`config.mk`:
```
export PLATFORM = sky130hd
export DESIGN_NAME = equiv_compare_monitor
export DESIGN_NICKNAME = d
export VERILOG_FILES = /design/src/rtl/equiv_mon_pkg.sv /design/src/rtl/settle_timer.sv /design/src/rtl/equiv_compare_monitor.sv
export SDC_FILE = /design/constraint.sdc
export NUM_CORES = 1
export LEC_CHECK = 0
export CAP_MARGIN = 20
export CORE_MARGIN = 3
export CORE_UTILIZATION = 50
export CTS_BUF_LIST = sky130_fd_sc_hd__clkbuf_8
export DETAILED_ROUTE_END_ITERATION = 10
export DONT_BUFFER_PORTS = 1
export HOLD_SLACK_MARGIN = 0.06
export PLACE_DENSITY = 0.71
export RECOVER_POWER = 100
export SLEW_MARGIN = 15
export SYNTH_ARGS = -nofsm -noshare
export SYNTH_HDL_FRONTEND = slang
export SYNTH_SLANG_ARGS = --single-unit
```
`constraint.sdc`:
```
create_clock -name clk -period 5 [get_ports clk]
set_input_delay 1 -clock clk [delete_from_list [all_inputs] [get_ports clk]]
set_output_delay 1 -clock clk [all_outputs]
set_load 0.01 [all_outputs]
```
`src/rtl/equiv_mon_pkg.sv`:
```
// Shared types for the equivalence compare monitor.
//   state_t        : monitor FSM states
//   wv_t / vec_t   : UUT {W,V} output and applied {A,B,C,D} vector
//   fail_capture_t : snapshot taken at the first failing compare
package equiv_mon_pkg;

    localparam int unsigned TIMER_W = 8;

    typedef enum logic [1:0] {
        IDLE    = 2'd0,
        SETTLE  = 2'd1,
        COMPARE = 2'd2,
        DONE    = 2'd3
    } state_t;

    typedef logic [1:0] wv_t;
    typedef logic [3:0] vec_t;

    typedef struct packed {
        vec_t vec;
        wv_t  b;
        wv_t  s;
    } fail_capture_t;

endpackage

```
`src/rtl/settle_timer.sv`:
```
// Loadable down-counter used to pace the settle window.
//   clk, rst_n : clock, async active-low reset
//   load       : reload the counter with load_val this cycle
//   load_val   : reload value
//   expired    : registered; high while the count is 1 or 0, i.e. the
//                current cycle is the last one of the window
module settle_timer #(
    parameter int unsigned W = 8
) (
    input  logic         clk,
    input  logic         rst_n,
    input  logic         load,
    input  logic [W-1:0] load_val,
    output logic         expired
);

    logic [W-1:0] count_q;
    logic [W-1:0] count_d;

    // Next count: reload wins, otherwise decrement and stick at zero.
    always_comb begin
        count_d = count_q;
        if (load) begin
            count_d = load_val;
        end else if (count_q != '0) begin
            count_d = count_q - W'(1);
        end
    end

    // expired is registered from the next count so it lines up with count_q.
    always_ff @(posedge clk or negedge rst_n) begin
        if (!rst_n) begin
            count_q <= '0;
            expired <= 1'b1;
        end else begin
            count_q <= count_d;
            expired <= (count_d <= W'(1));
        end
    end

endmodule

```
`src/rtl/equiv_compare_monitor.sv`:
```
// Compares Behavioral and Structural UUT outputs after a settle delay,
// accumulating counts, sticky flags and the first failing vector.
//   clk, rst_n      : clock, async active-low reset
//   clear           : sync return to IDLE with all results zeroed
//   vec_valid       : strobe, new vector applied to both UUTs
//   vec_in          : applied vector {A,B,C,D}
//   b_wv, s_wv      : Behavioral / Structural {W,V}
//   busy, done      : in SETTLE/COMPARE, in DONE
//   pass, overrun   : sticky no-mismatch-yet, sticky dropped-vector
//   vec_count       : compares performed
//   mismatch_count  : failing compares, saturating
//   first_fail_*    : vector and outputs at the first failing compare
module equiv_compare_monitor
    import equiv_mon_pkg::*;
#(
    parameter int unsigned SETTLE_CYCLES = 2,
    parameter int unsigned NUM_VECTORS   = 10,
    parameter int unsigned CNT_W         = 8
) (
    input  logic             clk,
    input  logic             rst_n,
    input  logic             clear,
    input  logic             vec_valid,
    input  logic [3:0]       vec_in,
    input  logic [1:0]       b_wv,
    input  logic [1:0]       s_wv,
    output logic             busy,
    output logic             done,
    output logic             pass,
    output logic             overrun,
    output logic [CNT_W-1:0] vec_count,
    output logic [CNT_W-1:0] mismatch_count,
    output logic [3:0]       first_fail_vec,
    output logic [1:0]       first_fail_b,
    output logic [1:0]       first_fail_s
);

    state_t        state_q;
    vec_t          vec_q;
    fail_capture_t ff_q;

    logic differ_c;
    logic last_c;
    logic accept_c;
    logic timer_load_c;
    logic timer_expired;

    // Decode: mismatch (X/Z counts as different), final compare, new vector taken.
    always_comb begin
        differ_c     = (b_wv !== s_wv);
        last_c       = (vec_count == CNT_W'(NUM_VECTORS - 1));
        accept_c     = 1'b0;
        unique case (state_q)
            IDLE, SETTLE: accept_c = vec_valid;
            COMPARE:      accept_c = vec_valid && !last_c;
            default:      accept_c = 1'b0;
        endcase
        timer_load_c = accept_c && !clear;
    end

    settle_timer #(
        .W(TIMER_W)
    ) u_settle_timer (
        .clk      (clk),
        .rst_n    (rst_n),
        .load     (timer_load_c),
        .load_val (TIMER_W'(SETTLE_CYCLES)),
        .expired  (timer_expired)
    );

    // Monitor FSM with registered status outputs.
    always_ff @(posedge clk or negedge rst_n) begin
        if (!rst_n) begin
            state_q        <= IDLE;
            vec_q          <= '0;
            ff_q           <= '0;
            busy           <= 1'b0;
            done           <= 1'b0;
            pass           <= 1'b1;
            overrun        <= 1'b0;
            vec_count      <= '0;
            mismatch_count <= '0;
        end else if (clear) begin
            state_q        <= IDLE;
            vec_q          <= '0;
            ff_q           <= '0;
            busy           <= 1'b0;
            done           <= 1'b0;
            pass           <= 1'b1;
            overrun        <= 1'b0;
            vec_count      <= '0;
            mismatch_count <= '0;
        end else begin
            case (state_q)
                IDLE: begin
                    if (vec_valid) begin
                        vec_q   <= vec_in;
                        state_q <= SETTLE;
                        busy    <= 1'b1;
                    end
                end
                SETTLE: begin
                    // A fresh strobe restarts the window; the old vector is lost.
                    if (vec_valid) begin
                        vec_q   <= vec_in;
                        overrun <= 1'b1;
                    end else if (timer_expired) begin
                        state_q <= COMPARE;
                    end
                end
                COMPARE: begin
                    vec_count <= vec_count + CNT_W'(1);
                    if (differ_c) begin
                        if (mismatch_count != '1) begin
                            mismatch_count <= mismatch_count + CNT_W'(1);
                        end
                        pass <= 1'b0;
                        if (pass) begin
                            ff_q <= '{vec: vec_q, b: b_wv, s: s_wv};
                        end
                    end
                    if (last_c) begin
                        state_q <= DONE;
                        busy    <= 1'b0;
                        done    <= 1'b1;
                        if (vec_valid) begin
                            overrun <= 1'b1;
                        end
                    end else if (vec_valid) begin
                        vec_q   <= vec_in;
                        state_q <= SETTLE;
                    end else begin
                        state_q <= IDLE;
                        busy    <= 1'b0;
                    end
                end
                DONE: begin
                end
                default: begin
                    state_q <= IDLE;
                end
            endcase
        end
    end

    assign first_fail_vec = ff_q.vec;
    assign first_fail_b   = ff_q.b;
    assign first_fail_s   = ff_q.s;

endmodule

```
==> results.ini <==
[finish]
num-fill-cells = 395
final_nets = 270
area_growth_pct = 3.774
utilization = 0.5456
drive_gt1_frac = 0.04000
n_antenna_cell = 0

[global_routing]
gr-total-overflow = 0
grt_pass1_wl_um = 7603
grt_usage = 0.1808
antenna_found_initial = 0
grt_max_degree = 44
grt_pass1_vias = 1664

[floorplanning]
die_area_um2 = 5495
fp.dieW_um = 74.13
die_h_um = 74.13
row_count = 24
start_util = 0.5258
core_um2 = 4414
io_pins = 40

[clock_network]
cts_sinks = 43
clk_latency_ns = 0.30
cts_made_buffers = 5
clock-root-buffer = clkbuf_8
clk_pin_slew_ns = 0.09
cts_max_path_buffers = 2
cts_tree = done
htreeDepth = 2
cts_setup_buffers = 0
ctsResizeCount = 0
cts_hold_buf = 0

[sta]
fin_tns_setup_ns = 0
fin_skew_ns = 0.009861
timing.fmax_ghz = 0.3447
rsz0062_at_grt = false
hold_viol_final = 0
slew_headroom = 0.3096
period_share = 0.5802
finalCriticalPeriod_ns = 2.901
drv_slew = 0
finalSetupViolCount = 0
worst_slew_pin_slew_ns = 1.025

[drt]
vias = 1795
drt_pass1_iterations = 4
drcViolationCount = 0
vias_per_cell = 5.944
detail-route-antenna-nets = 0
post_drt_wl_per_cell_um = 15.67
drt_iter0_drc = 101
routed_wl_um = 4731

[worst_setup_path]
timing.rr.start = vec_count[4]$_DFFE_PN0N_
cp-start-kind = flip-flop
slowest_stage = or4_1
arrival_ns = 3.09
reg2reg_to = u_settle_timer.expired$_DFF_PN1_
crit_chain = or4_1 > nor3_1 > o21ai_0 > a211o_1 > a221oi_1
r2r_setup_slack_ns = 2.10
reg2reg_depth = 5
critPathMaxFanout = 8
cpPeakStageDelay_ns = 0.60
cp-end-kind = flip-flop
crit_end = u_settle_timer.expired$_DFF_PN1_
crit_type = reg -> reg
cp-startpoint = vec_count[4]$_DFFE_PN0N_
cp.required_ns = 5.19

[hold_path]
worst_hold_path_type = in -> async

[power_and_ir_drop]
ir_drop_mv = 0.2393
leakage_uw = 0.001032
power-per-cell-area_nw_per_um2 = 471.0

[yosys]
synth_ff_type = dfrtp_1
synth_seq_area_share = 0.4647
ys_top_cells_by_area = dfrtp_1 44%, nor2_1 5.8%, ha_1 4.9%
synth-seq-cells = 43
async_flop_share = 1.000
syn_nets = 275
yosys.area.top_type = dfrtp_1
synth_cells = 254
yosysWarnings = 0
yosysTopAreaCellShare = 0.4420
synth_common_cells = 41 x dfrtp_1, 36 x nor2_1, 26 x nand2_1, 20 x a21oi_1
ys_types = 45
synth.most_common_cell = dfrtp_1
avgSynthCellArea_um2 = 9.138
syn-cell-area_um2 = 2321
synth_edf_count = 0

[placement]
io_buffers = 0
hpwlAfterDp_um = 3309
gp_congestion = 0.8380

[run_status]
status = finished, final reports clean

[flow_run]
drv_cap = 0

## power by group
part	leakage (uW)	total, uW	internal [uW]	switching (uW)
clock	0.0000581	273	149	124
sequential	0.000574	499	415	84.2
combinational	0.000400	362	151	211
## worst max-delay path, delay by kind of cell (launching register included)
family | cells | cell delay, ns
flops | 1 | 0.47
simple gates | 2 | 1.14
compound gates | 3 | 1.18
## stage by stage
stage                     hold slack, ns  instance area [um^2]  setup slack (ns)  std cells  total power (uW)
after global placement            0.5070                  2340             2.817        294             864.3
after detailed placement          0.5108                  2340             2.676        294             876.7
after floorplan                   0.4774                  2321             2.878        254             805.4
after global routing              0.3652                  2409             1.833        302              1212
after CTS                         0.3741                  2452             2.656        302              1150
final                             0.3830                  2409             2.099        302              1134
## layout by cell type (no fill, tap or decap), types with 3 or more instances in the layout
cell type / count
a211oi_1: 3
a21oi_1: 20
a22oi_1: 4
clkbuf_8: 5
dfrtp_1: 41
ha_1: 9
inv_1: 13
mux2i_1: 3
nand2_1: 26
nand3_1: 13
nand4_1: 6
nor2_1: 36
nor3_1: 9
o21ai_0: 10
or3_1: 3
xnor2_1: 10
xor2_1: 6
## worst min-delay path by stage
stage                                    start                            end  slack, ns  cells after the start
after floorplan           vec_q[0]$_DFFE_PN0P_           vec_q[0]$_DFFE_PN0P_       0.48                      2
after global placement    vec_q[1]$_DFFE_PN0P_           vec_q[1]$_DFFE_PN0P_       0.51                      2
after detailed placement  vec_q[1]$_DFFE_PN0P_           vec_q[1]$_DFFE_PN0P_       0.51                      2
after CTS                                rst_n  mismatch_count[5]$_DFFE_PN0P_       0.37                      0
after global routing                     rst_n  first_fail_vec[3]$_DFFE_PN0P_       0.37                      0
final                                    rst_n           vec_q[2]$_DFFE_PN0P_       0.38                      0
## area by class of cell
class                      instances  area, um^2  area share
multi-input combinational        186        1104      0.4582
inverter                          13       48.80     0.02026
tap                               52       65.06     0.02701
clock inverter                     3       43.79     0.01818
sequential                        43        1079      0.4478
clock buffer                       5       68.82     0.02857
## metal layers
| metal | global-route usage | part of all wire | vias up | wire, um |
|---|---|---|---|---|
| met4 | 0.08048 | 0.021 | 0 | 100 |
| met1 | 0.2442 | 0.48 | 869 | 2261 |
| met5 | 0 | 0 | - | 0 |
| li1 | - | - | 873 | - |
| met2 | 0.2579 | 0.43 | 42 | 2047 |
| met3 | 0.06892 | 0.068 | 11 | 322 |
## logic make-up (layout without fill, tap and decap cells)
logic type | after synthesis | after routing | synth area share
and+or+nand+nor | 107 | 107 | 0.2253
AOI/OAI and AO/OA | 51 | 51 | 0.1472
DFF | 43 | 43 | 0.4647
buffers and inverters | 25 | 21 | 0.04097
xor gates and xnor gates | 16 | 16 | 0.06038
adders and majority gates | 9 | 9 | 0.04852
muxes | 3 | 3 | 0.01294
## registers in the layout, indices dropped and copies added, names as in the netlist
name and flops:
first_fail_vec 4, u_settle_timer.count_q 8, state_q 2, u_settle_timer.expired 1, done 1, overrun 1, first_fail_b 2, pass 1
vec_q 4, busy 1, first_fail_s 2, mismatch_count 8, vec_count 8
No activity file was read; power rests on OpenSTA's default activity.
